--- src/rtl/seg7_pkg.sv ---
// Shared constants and the hex-to-segment table for the 7-segment scan driver.
// Provides SEG_OFF (all segments dark, active-low) and hex_to_seg().
package seg7_pkg;

    localparam logic [6:0] SEG_OFF = 7'h7F;

    // Active-low {g,f,e,d,c,b,a} pattern for one hex nibble.
    function automatic logic [6:0] hex_to_seg(input logic [3:0] nib);
        logic [6:0] s;
        s = SEG_OFF;
        case (nib)
            4'h0: s = 7'h40;
            4'h1: s = 7'h79;
            4'h2: s = 7'h24;
            4'h3: s = 7'h30;
            4'h4: s = 7'h19;
            4'h5: s = 7'h12;
            4'h6: s = 7'h02;
            4'h7: s = 7'h78;
            4'h8: s = 7'h00;
            4'h9: s = 7'h10;
            4'hA: s = 7'h08;
            4'hB: s = 7'h03;
            4'hC: s = 7'h46;
            4'hD: s = 7'h21;
            4'hE: s = 7'h06;
            4'hF: s = 7'h0E;
            default: s = SEG_OFF;
        endcase
        return s;
    endfunction

endpackage

--- src/rtl/seg7_scan_driver_if.sv ---
// Display bundle between the alarm-clock logic (master) and the scan driver (slave).
// Inputs: digits, dp_in, blank_mask, blink_mask, lz_en; outputs: seg, dp, an, frame_start.
interface seg7_scan_driver_if #(
    parameter int NUM_DIGITS = 8
);

    logic [4*NUM_DIGITS-1:0] digits;
    logic [NUM_DIGITS-1:0]   dp_in;
    logic [NUM_DIGITS-1:0]   blank_mask;
    logic [NUM_DIGITS-1:0]   blink_mask;
    logic                    lz_en;
    logic [6:0]              seg;
    logic                    dp;
    logic [NUM_DIGITS-1:0]   an;
    logic                    frame_start;

    modport master (
        output digits, dp_in, blank_mask, blink_mask, lz_en,
        input  seg, dp, an, frame_start
    );

    modport slave (
        input  digits, dp_in, blank_mask, blink_mask, lz_en,
        output seg, dp, an, frame_start
    );

endinterface

--- src/rtl/seg7_hex_decode.sv ---
// Combinational nibble to active-low segment decoder.
// Ports: nib_i (hex nibble), seg_o (active-low segments, seg_o[0]=a).
module seg7_hex_decode
    import seg7_pkg::*;
(
    input  logic [3:0] nib_i,
    output logic [6:0] seg_o
);

    assign seg_o = hex_to_seg(nib_i);

endmodule

--- src/rtl/seg7_scan_driver.sv ---
// Time-multiplexed common-anode 7-segment driver with per-frame input snapshot.
// Ports: clk, rst_n (async active-low), bus (slave: display inputs in, seg/dp/an/frame_start out).
module seg7_scan_driver
    import seg7_pkg::*;
#(
    parameter int NUM_DIGITS   = 8,
    parameter int REFRESH_DIV  = 100000,
    parameter int GUARD_CYC    = 64,
    parameter int BLINK_FRAMES = 64
) (
    input  logic               clk,
    input  logic               rst_n,
    seg7_scan_driver_if.slave  bus
);

    localparam int SW = $clog2(REFRESH_DIV);
    localparam int IW = $clog2(NUM_DIGITS);
    localparam int FW = (BLINK_FRAMES > 1) ? $clog2(BLINK_FRAMES) : 1;
    localparam int ND = NUM_DIGITS;

    logic [SW-1:0]   slot_q, slot_d;
    logic [IW-1:0]   idx_q, idx_d;
    logic [FW-1:0]   frm_q, frm_d;
    logic            blink_q, blink_d;

    logic [4*ND-1:0] dig_q;
    logic [ND-1:0]   dpi_q;
    logic [ND-1:0]   blank_q;
    logic [ND-1:0]   blinkm_q;
    logic            lz_q;

    logic [ND-1:0]   an_q, an_d;
    logic [6:0]      seg_q, seg_d;
    logic            dp_q, dp_d;
    logic            fs_q;

    logic            slot_wrap;
    logic            frame_wrap;
    logic            guard;
    logic [ND-1:0]   lz_sup;
    logic            lz_run;
    logic [ND-1:0]   dark;
    logic [3:0]      nib;
    logic [6:0]      hex_seg;

    assign slot_wrap  = (slot_q == SW'(REFRESH_DIV - 1));
    assign frame_wrap = slot_wrap && (idx_q == IW'(NUM_DIGITS - 1));
    assign guard      = (slot_q < SW'(GUARD_CYC));

    // Scan timing: slot counter, digit index, blink frame counter.
    always_comb begin
        slot_d  = slot_wrap ? '0 : slot_q + SW'(1);
        idx_d   = idx_q;
        frm_d   = frm_q;
        blink_d = blink_q;
        if (slot_wrap) begin
            idx_d = frame_wrap ? '0 : idx_q + IW'(1);
        end
        if (frame_wrap) begin
            if (frm_q == FW'(BLINK_FRAMES - 1)) begin
                frm_d   = '0;
                blink_d = ~blink_q;
            end else begin
                frm_d = frm_q + FW'(1);
            end
        end
    end

    // Leading-zero run from the top digit down; blanked digits
    // count as zero so a blanked high digit doesn't stop suppression.
    always_comb begin
        lz_sup = '0;
        lz_run = lz_q;
        for (int i = ND - 1; i >= 1; i--) begin
            lz_run    = lz_run &&
                        ((dig_q[4*i +: 4] == 4'h0) || blank_q[i]);
            lz_sup[i] = lz_run;
        end
    end

    assign dark = blank_q
                | (blinkm_q & {ND{blink_q}})
                | lz_sup;

    assign nib = dig_q[{idx_q, 2'b00} +: 4];

    seg7_hex_decode u_dec (
        .nib_i (nib),
        .seg_o (hex_seg)
    );

    always_comb begin
        an_d  = '1;
        seg_d = SEG_OFF;
        dp_d  = 1'b1;
        if (!guard && !dark[idx_q]) begin
            an_d  = ~(ND'(1) << idx_q);
            seg_d = hex_seg;
            dp_d  = ~dpi_q[idx_q];
        end
    end

    always_ff @(posedge clk or negedge rst_n) begin
        if (!rst_n) begin
            slot_q   <= '0;
            idx_q    <= '0;
            frm_q    <= '0;
            blink_q  <= 1'b0;
            dig_q    <= '0;
            dpi_q    <= '0;
            blank_q  <= '0;
            blinkm_q <= '0;
            lz_q     <= 1'b0;
            an_q     <= '1;
            seg_q    <= SEG_OFF;
            dp_q     <= 1'b1;
            fs_q     <= 1'b0;
        end else begin
            slot_q  <= slot_d;
            idx_q   <= idx_d;
            frm_q   <= frm_d;
            blink_q <= blink_d;
            // Snapshot only at the frame boundary so a frame never tears.
            if (frame_wrap) begin
                dig_q    <= bus.digits;
                dpi_q    <= bus.dp_in;
                blank_q  <= bus.blank_mask;
                blinkm_q <= bus.blink_mask;
                lz_q     <= bus.lz_en;
            end
            an_q  <= an_d;
            seg_q <= seg_d;
            dp_q  <= dp_d;
            fs_q  <= frame_wrap;
        end
    end

    assign bus.an          = an_q;
    assign bus.seg         = seg_q;
    assign bus.dp          = dp_q;
    assign bus.frame_start = fs_q;

endmodule

--- src/flat_wrapper.sv ---
// flat-port wrapper written by rule: the top's interface ports become plain ports
module seg7_scan_driver_flat import seg7_pkg::*;
#(
    parameter int NUM_DIGITS   = 8,
    parameter int REFRESH_DIV  = 100000,
    parameter int GUARD_CYC    = 64,
    parameter int BLINK_FRAMES = 64
)
  (clk, rst_n, bus_digits, bus_dp_in, bus_blank_mask, bus_blink_mask, bus_lz_en, bus_seg, bus_dp, bus_an, bus_frame_start);
  seg7_scan_driver_if #(.NUM_DIGITS(NUM_DIGITS)) bus_i ();
  input  logic clk;
  input  logic rst_n;
  input wire logic [$bits(bus_i.digits)-1:0] bus_digits;
  input wire logic [$bits(bus_i.dp_in)-1:0] bus_dp_in;
  input wire logic [$bits(bus_i.blank_mask)-1:0] bus_blank_mask;
  input wire logic [$bits(bus_i.blink_mask)-1:0] bus_blink_mask;
  input wire logic [$bits(bus_i.lz_en)-1:0] bus_lz_en;
  output wire logic [$bits(bus_i.seg)-1:0] bus_seg;
  output wire logic [$bits(bus_i.dp)-1:0] bus_dp;
  output wire logic [$bits(bus_i.an)-1:0] bus_an;
  output wire logic [$bits(bus_i.frame_start)-1:0] bus_frame_start;
  assign bus_i.digits = bus_digits;
  assign bus_i.dp_in = bus_dp_in;
  assign bus_i.blank_mask = bus_blank_mask;
  assign bus_i.blink_mask = bus_blink_mask;
  assign bus_i.lz_en = bus_lz_en;
  assign bus_seg = bus_i.seg;
  assign bus_dp = bus_i.dp;
  assign bus_an = bus_i.an;
  assign bus_frame_start = bus_i.frame_start;
  seg7_scan_driver #(.NUM_DIGITS(NUM_DIGITS), .REFRESH_DIV(REFRESH_DIV), .GUARD_CYC(GUARD_CYC), .BLINK_FRAMES(BLINK_FRAMES)) u_core (.clk(clk), .rst_n(rst_n), .bus(bus_i));
endmodule
--- config.mk ---
export PLATFORM = sky130hd
export DESIGN_NAME = seg7_scan_driver_flat
export DESIGN_NICKNAME = d
export VERILOG_FILES = /design/src/rtl/seg7_pkg.sv /design/src/rtl/seg7_scan_driver_if.sv /design/src/rtl/seg7_hex_decode.sv /design/src/rtl/seg7_scan_driver.sv /design/src/flat_wrapper.sv
export SDC_FILE = /design/constraint.sdc
export NUM_CORES = 1
export LEC_CHECK = 0
export BUFFER_PORTS_ARGS = -buffer_cell sky130_fd_sc_hd__buf_4
export CORE_MARGIN = 2
export CORE_UTILIZATION = 25
export DETAILED_ROUTE_END_ITERATION = 6
export HOLD_SLACK_MARGIN = 0.05
export SETUP_SLACK_MARGIN = 0.1
export SYNTH_ARGS = -nofsm -noshare
export SYNTH_HDL_FRONTEND = slang
export SYNTH_SLANG_ARGS = --single-unit
--- constraint.sdc ---
create_clock -name clk -period 2.6 [get_ports clk]
set_clock_uncertainty 0.05 [all_clocks]
set_input_delay 0.39 -clock clk [delete_from_list [all_inputs] [get_ports clk]]
set_output_delay 0.39 -clock clk [all_outputs]
set_load 0.01 [all_outputs]
Word-level counts from Yosys, hierarchy flattened. Memory sizes are Yosys's and may differ from the RTL's. Cells that the tools add are included.

Shift-type cells: 2. Bitwise gates (word level): 6. Equality and inequality tests: 3. Reduce and logical (&&, ||, !) cells: 26. Muxes and demuxes: 10. Order comparisons: 2. Add/sub/neg operators: 3.

Operators by type and width (count): 32-bit by 6-bit variable part select with 4-bit output (1); 4-bit logical NOT (7); 17-bit by 1-bit adder with 17-bit output (second input constant) (1); 17-bit == test (second input constant) (1); 17-bit by 7-bit less-than comparator with 1-bit output (second input constant) (1); 17-bit two-way mux (1); 8-bit OR (2); 1-bit logical AND (9); 8-bit AND (1); 8-bit two-way mux (1); 8-bit inverter (1); 1-bit by 3-bit << shifter with 8-bit output (first input constant) (1); 1-bit logical OR (7); 7-bit two-way mux (1); 6-bit by 1-bit adder with 6-bit output (second input constant) (1); 1-bit binary-select mux with 3-bit select (2); 6-bit == test (second input constant) (1); 6-bit two-way mux (1); 3-bit by 4-bit less-than comparator with 1-bit output (second input constant) (1); 3-bit by 1-bit adder with 3-bit output (second input constant) (1); 3-bit == test (second input constant) (1); 1-bit two-way mux (3); 3-bit two-way mux (1); 1-bit logical NOT (2); other kinds (2) (3).

Bits in read-only memories: 112. Logic and storage cells: 66. Output and inout bits: 17. Memories kept: 1. Bits of input ports: 59. Register bits: 101.

Memory list: (no name shown) (words 16, bits a word 7, read ports 1, clocked after Yosys merged registers in 0, wr ports 0, line seg7_pkg.sv:11) `case (nib)`.

Depth between registers and ports, before layout. Gate-level depths: netlist of run 1.

Depth in word-level cells: 15. Gate-level depth with buffers: 11. Gate-level depth less buffers: 9.

Cells and area by module. Synthesis of run 1 repeated with hierarchy kept, for this count alone.

Cells, all modules: 396. Area total of the unflattened synthesis: 4904.7 sq um.

By module, submodules not included: seg7_scan_driver (instances 1, sequential area each 2547.4 sq um, area an instance 4629.4 sq um, cells each 364); seg7_hex_decode (instances 1, sequential area each 0.0 sq um, area an instance 275.3 sq um, cells each 32).

Least setup slack after synthesis of run 1. No wires, ideal clock.

Path kind: register to register. From: reg u_core.idx_q[0]. To: reg u_core.seg_q[3], in the netlist u_core.bus.seg[3]. Buffers on the path: 2. Setup time: 0.082 ns. Stages on the path, launching flop included: 9. Clock period less this slack: 2.248 ns. Arrival time: 2.117 ns. Slack: 0.352 ns. Required time: 2.468 ns. Cell sequence: dfrtp_1 > buf_6 > buf_12 > mux4_2 > nand2_1 > nand2_1 > ha_1 > mux2_1 > a211o_1.

Cells in the longest elaborated chain, start to end: 5. Elaborated cells on any way between the ends: 7. Classes of those cells: shift: 1; mux: 3; reduce/logical: 2; memory: 1.

RTL lines: from (decl) (line seg7_scan_driver.sv:22) `logic [IW-1:0] idx_q, idx_d;`; from (signal assigned) (line seg7_scan_driver.sv:120) `idx_q <= idx_d;`; parallel branches: the longest is 4 deep, another holds memory 16 x 7 bit; 7-bit two-way mux (*) (line seg7_scan_driver.sv:96) `if (!guard && !dark[idx_q]) begin`; named net u_core.seg_d[3] (line seg7_scan_driver.sv:33) `logic [6:0] seg_q, seg_d;`; to (signal assigned) (line seg7_scan_driver.sv:132) `seg_q <= seg_d;`; to (decl) (line seg7_scan_driver.sv:33).

Mark *: on every way through the listed nets, which the timed path passes. The select of a mux whose other input is x is not followed. A chain may end at the register's enable or synchronous reset.

Worst setup path in the final report of run 1.
From: reg u_core.idx_q[0]. To: reg u_core.seg_q[1], in the netlist u_core.bus.seg[1].

The elaborated chain is that of the path after synthesis.

==> metrics.yaml, run 1 <==
powerDensity_nw_per_um2: 507
synth_edf_count: 0
crit_top_cell: "nand2_1"
finalWeightedCongestion: 0.801
fillCellCount: 2035
grt_usage_pct: 12.1
netlist.area_leader.share_pct: 43.6
synth_area_per_cell_um2: 9.79
tightest_slew_ps: 523
rsz0062_at_grt: "false"
cts_sinks: 101
die_h_um: 144
synth_area_um2: 4870
drtPass1Iterations: 4
yosysUniqueCellTypes: 58
grt_pass1_vias: 3718
die_x_um: 144
drcViolationCount: 0
synth.ff_latch_count: 101
initial_utilization_pct: 25.3
ant_nets: 0
max_slew_margin_pct: 65.2
clk_latency_ps: 350
fin_util_pct: 31.6
finalNetCount: 649
synth_area_leaders: "dfrtp_1, nand2_1, dfstp_2"
portBuffers: 75
synth_cells: 498
crit_path_top_delay_cell: "mux4_2"
cts_buffers: 9
multi_input_area_um2: 2180
synth_ff_type: "dfrtp_1"
clk_path_buf_depth: 2
worstPathCellList: "buf_4, mux4_2, nand2_1, nand2_1, inv_1, ha_1, nand2_1, o21a_1, o32ai_1, or2_1"
leakagePower_nw: 2.58
drive_gt1_share_pct: 24.6
cpLargestDelayFamily: "simple AND/OR/NAND/NOR gates"
setup_ws_ps: 299
worstPathArrival_ps: 2530
synthArstFlopShare_pct: 100
slew_violations: 0
max-vdd-ir-drop_uv: 320
cts_root_buf: "clkbuf_16"
viasPerCell: 4.32
yosysTopAreaCell: "dfrtp_1"
grt_first_pass_wirelength_um: 19300
hold_viol: 0
synth_fa_ha_area_share_pct: 3.59
dieArea_um2: 20600
synth_top_family_by_area: "simple AND/OR/NAND/NOR gates"
overflow: 0
area_growth_syn_to_layout_pct: 25.0
cts_tree: "yes"
finalSetupViolCount: 0
dpl.hpwl_um: 8860
crit_required_ps: 2830
grt_max_degree: 47
core-area_um2: 19300
ys.warnings.count: 0
io_pins: 76
yosysSeqAreaShare_pct: 52.3
dp_cells: 829
max_freq_mhz: 435
synth_xor_area_share_pct: 3.23
synthMuxAreaShare_pct: 6.98
synth_nets: 571
cp_max_fo: 6
status: "finished, final reports clean"
routed_wl_um: 11500
num_vias: 3653
antenna_found_initial: 0
fin_tns_setup_ps: 0
timing.hold.ws_ps: 175
place_ws_ps: 280
end_kind: "register"
period_share_pct: 88.5
avgRoutedWirePerCell_um: 13.6
hold_class: "in -> reg"
drt_iter0_drc: 230
cts.clk_slew.worst_paths_ps: 80
synth-simple-area-share_pct: 24.9
crit_type: "reg -> reg"
htree_num_levels: 3
cp-start-kind: "register"
slowest_delay_ps: 510
maxCapViolCount: 0
postCtsSetupBuffers: 0
cp.buffers_inverters: 2
num_rows: 51
post-route-min-period_ps: 2300
finalNonFillerCells: 846
register_area_um2: 2550
synth_compound_area_share_pct: 5.93
antenna_cells: 0
==> cell usage in the layout (no fill, tap or decap), drive strengths merged, types with 3 or more instances in the layout <==
cell type and count:
nand2 200, and2 3, xor2 9, nor2b 4, or2 4, o21ai 10, nand3 16, a211oi 4
dfrtp 85, nor2 23, mux4 10, nor4 12, o22ai 5, dfstp 16, ha 14, nor3 4
clkbuf 9, buf 88, mux2 4, nand4 5, mux2i 5, inv 11, xnor2 9
==> layout make-up <==
class,instances,area share [%]
clock buffers,9,3.70
flip-flops and latches,101,41.8
well taps,265,5.44
repair buffers,89,11.3
clock inverters,7,1.52
inverters,8,0.493
multi-input cells,367,35.8
==> registers in the layout, summed over array words and instances (netlist names) <==
| signal | cells |
|---|---|
| u_core.dig_q | 32 |
| u_core.slot_q | 17 |
| u_core.blank_q | 8 |
| u_core.blinkm_q | 8 |
| u_core.bus.an | 8 |
| u_core.dpi_q | 8 |
| u_core.bus.seg | 7 |
| u_core.frm_q | 6 |
| u_core.idx_q | 3 |
| u_core.blink_q | 1 |
| u_core.bus.dp | 1 |
| u_core.bus.frame_start | 1 |
| u_core.lz_q | 1 |
==> synth_stat cells (5+ instances only) <==
cell	count
xnor2_1	9
o21ai_0	6
dfrtp_1	85
nand4_1	5
dfstp_2	16
nor2_1	23
ha_1	14
xor2_1	9
nand3_1	15
mux4_2	9
nor4_1	10
inv_1	6
clkbuf_1	14
nand2_1	199
==> kinds of logic (layout without fill, tap and decap cells) <==
kind of cell | count (synthesis) | after routing
buffers and inverters | 30 | 113
adder cells (fa/ha/maj) | 14 | 14
flip-flops | 101 | 101
AO/OA/AOI/OAI | 37 | 37
AND/OR/NAND/NOR | 279 | 279
multiplexers | 19 | 19
XOR/XNOR | 18 | 18
==> repair_timing <==
action                                  in CTS  in global routing
resized for setup                            0                  1
hold endpoints to repair                    36                  0
endpoints found under the setup margin       0                  1
hold buffers                                 1                  0
==> path summary, 6_finish.rpt <==
| check | start | endpoint | slack (ps) | depth (start not counted) |
|---|---|---|---|---|
| setup / recovery | u_core.idx_q[0] | u_core.bus.seg[1] | 300 | 10 |
| hold / removal | bus_dp_in[1] | u_core.dpi_q[1] | 180 | 3 |
| setup reg to reg | u_core.idx_q[0] | u_core.bus.seg[1] | 300 | 10 |
| hold reg to reg | u_core.dpi_q[3] | u_core.dpi_q[3] | 420 | 2 |
| max in group asynchronous | rst_n | u_core.bus.an[6] | 1200 | 3 |
| min in group asynchronous | rst_n | u_core.dig_q[1] | 530 | 2 |
==> metal layers <==
layer	wire length (um)	GRT usage (%)
met1	5940	17.7
met4	80	4.08
met3	510	2.60
met5	0	0
met2	5000	17.8
==> stage by stage <==
step                power (mW)  instance area (um2)
finish                    3.09                 6090
global route              3.20                 6090
CTS                       3.13                 6090
detailed placement        1.70                 5760
global placement          1.70                 5760
floorplan                 1.60                 4870
==> power by group <==
part | internal (mW) | total, mW | leakage, nW | switching [mW]
registers | 1.57 | 1.57 | 1.04 | 0
clock network | 0.772 | 1.42 | 0.149 | 0.646
logic | 0.0588 | 0.101 | 1.39 | 0.0423
total | 2.40 | 3.09 | 2.58 | 0.688
==> worst reg2reg max path, delay by kind of cell (launching register included) <==
kind,cells,cell delay [ps]
buffers and inverters,2,350
AOI/OAI and AO/OA,2,190
adders and majority gates,1,240
DFF,1,370
and+or+nand+nor,4,530
muxes,1,510
(Power assumes the default switching activity.)
==> inputs of run 2 (changes only) <==
--- a/config.mk
+++ b/config.mk
@@ -5,6 +5,8 @@
 export SDC_FILE = /design/constraint.sdc
 export NUM_CORES = 1
 export LEC_CHECK = 0
+export ABC_AREA = 1
+export ABC_CLOCK_PERIOD_IN_PS = 2600
 export BUFFER_PORTS_ARGS = -buffer_cell sky130_fd_sc_hd__buf_4
 export CORE_MARGIN = 2
 export CORE_UTILIZATION = 25
@@ -13,4 +15,5 @@
 export SETUP_SLACK_MARGIN = 0.1
 export SYNTH_ARGS = -nofsm -noshare
 export SYNTH_HDL_FRONTEND = slang
+export SYNTH_HIERARCHICAL = 1
 export SYNTH_SLANG_ARGS = --single-unit
==> metrics.yaml, run 2 <==
fin_tns_setup_ps: 0
cp_max_fo: 17
fin_util_pct: 31.7
p_clk_share_pct: 44.8
place_ws_ps: 416
swShare_pct: 22.3
crit_required_ps: 2810
viasPerCell: 4.39
drive_gt1_share_pct: 19.8
cts.clk_slew.worst_paths_ps: 70
power_mw: 3.10
power.internal_mw: 2.41
core-area_um2: 19700
slowest_delay_ps: 670
max_freq_mhz: 446
area_growth_syn_to_layout_pct: 23.6
synth_top_cells_by_count: "nand2_1, dfrtp_1, nor2_1, inv_1, a21oi_1"
avgRoutedWirePerCell_um: 13.3
p_seq_share_pct: 51.1
end_kind: "register"
top_regs: "u_core/dig_q: 32 flops, u_core/slot_q: 17 flops"
finalWeightedCongestion: 0.826
ctsResizeCount: 0
die_h_um: 146
finalSetupViolCount: 0
p_comb_share_pct: 4.1
netlist.area_leader.share_pct: 42.2
yosysSeqAreaShare_pct: 50.5
crit_path_top_delay_cell: "dfrtp_1"
clk_latency_ps: 360
fillCellCount: 2151
antenna_cells: 0
finalNetCount: 760
cts_buffers: 9
portBuffers: 75
ctsHoldBuffers: 1
die_x_um: 146
synth_nets: 688
worstPathArrival_ps: 2460
grt_max_degree: 60
regMostFlops: "u_core/dig_q"
hold_class: "in -> reg"
cp-start-kind: "register"
mostFrequentLayoutCell: "nand2_1"
synth_cells: 614
grt_pass1_vias: 4072
yosysUniqueCellTypes: 38
max-vdd-ir-drop_uv: 252
max_slew_margin_pct: 61.4
num_rows: 51
grt_usage_pct: 12.5
status: "finished, final reports clean"
yosysMostFrequentCell: "nand2_1"
crit_type: "reg -> reg"
switchingPower_uw: 690
slew_violations: 0
worstPathCellList: "o21ai_0, o22ai_1, nor2_1, a31oi_1, inv_1, ha_1, nand2_1, nand3_1, nand2_1, inv_1, nand4_1"
htree_num_levels: 3
overflow: 0
dpl.hpwl_um: 9570
cts_tree: "yes"
post-route-min-period_ps: 2240
cts_sinks: 101
io_pins: 76
synth_area_per_cell_um2: 8.22
ant_nets: 0
tightest_slew_ps: 577
synth_edf_count: 0
num_vias: 4195
cts_root_buf: "clkbuf_16"
synth_ff_type: "dfrtp_1"
clk_path_buf_depth: 2
setup_ws_ps: 356
routed_wl_um: 12700
largest_reg_flops: 32
rsz0062_at_grt: "false"
hold_viol: 0
dieArea_um2: 21300
period_share_pct: 86.3
mostFrequentLayoutCells: "nand2_1, dfrtp_1, buf_4"
synth.ff_latch_count: 101
synth_area_leaders: "dfrtp_1, nand2_1, dfstp_2"
synth_area_um2: 5040
synthArstFlopShare_pct: 100
yosysTopAreaCell: "dfrtp_1"
powerDensity_nw_per_um2: 497
initial_utilization_pct: 25.7
antenna_found_initial: 0
maxCapViolCount: 0
leakagePower_nw: 2.89
drtPass1Iterations: 5
ys.warnings.count: 6
grt_first_pass_wirelength_um: 21100
drt_iter0_drc: 263
postCtsSetupBuffers: 0
drcViolationCount: 0
-- run 2: critical path, delay by kind of cell, from the launching register on --
kind	cells	cell delay (ps)
flops	1	670
compound gates	3	590
fa+ha+maj	1	330
simple gates	5	310
buf+inv	2	200
-- run 2: power groups by stage --
| stage | clock [mW] | combinational, mW | sequential, mW |
|---|---|---|---|
| after floorplan | 0 | 0.0183 | 1.61 |
| after global placement | 0 | 0.128 | 1.61 |
| after detailed placement | 0 | 0.130 | 1.61 |
| after CTS | 1.43 | 0.132 | 1.58 |
| after global routing | 1.50 | 0.145 | 1.58 |
| final | 1.39 | 0.127 | 1.58 |
-- run 2: kinds of logic after synthesis --
group / synth area share [%]
buf+inv: 6.67
simple gates: 28.6
xor+xnor: 2.26
compound gates: 8.28
fa+ha+maj: 3.72
flops: 50.5
-- run 2: through the flow --
step,hold WS (ps),cells,area [um2]
6_report,179,956,6240
5_1_grt,174,956,6240
4_1_cts,162,956,6240
3_5_place_dp,300,939,5920
3_3_place_gp,292,939,5920
2_1_floorplan,44.4,614,5040
-- run 2: worst paths after layout --
check                            startpoint           endpoint  slack (ps)  depth (start not counted)
setup reg to reg            u_core/idx_q[1]  u_core/bus.seg[3]         360                         11
setup / recovery            u_core/idx_q[1]  u_core/bus.seg[3]         360                         11
hold reg to reg            u_core/slot_q[0]   u_core/slot_q[0]         410                          1
min in group asynchronous             rst_n    u_core/frm_q[3]         480                          2
max in group asynchronous             rst_n  u_core/bus.seg[4]        1330                          3
hold / removal               bus_digits[18]   u_core/dig_q[18]         180                          3
-- run 2: area by class of cell --
| class | count | area [um2] | share of cell area, % |
|---|---|---|---|
| clock buffer | 9 | 225 | 3.61 |
| clock inverter | 7 | 82.6 | 1.32 |
| inverter | 50 | 188 | 3.01 |
| multi-input combinational | 437 | 2170 | 34.8 |
| sequential | 101 | 2550 | 40.9 |
| tap | 265 | 332 | 5.32 |
| timing repair buffer | 87 | 693 | 11.1 |
-- run 2: routing by layer --
| layer | track usage [%] | vias to the layer above | share of wire, % |
|---|---|---|---|
| li1 | - | 2127 | - |
| met1 | 16.5 | 1933 | 47 |
| met2 | 19.9 | 115 | 46 |
| met3 | 2.81 | 20 | 4.8 |
| met4 | 4.95 | 0 | 2.3 |
| met5 | 0 | - | 0 |
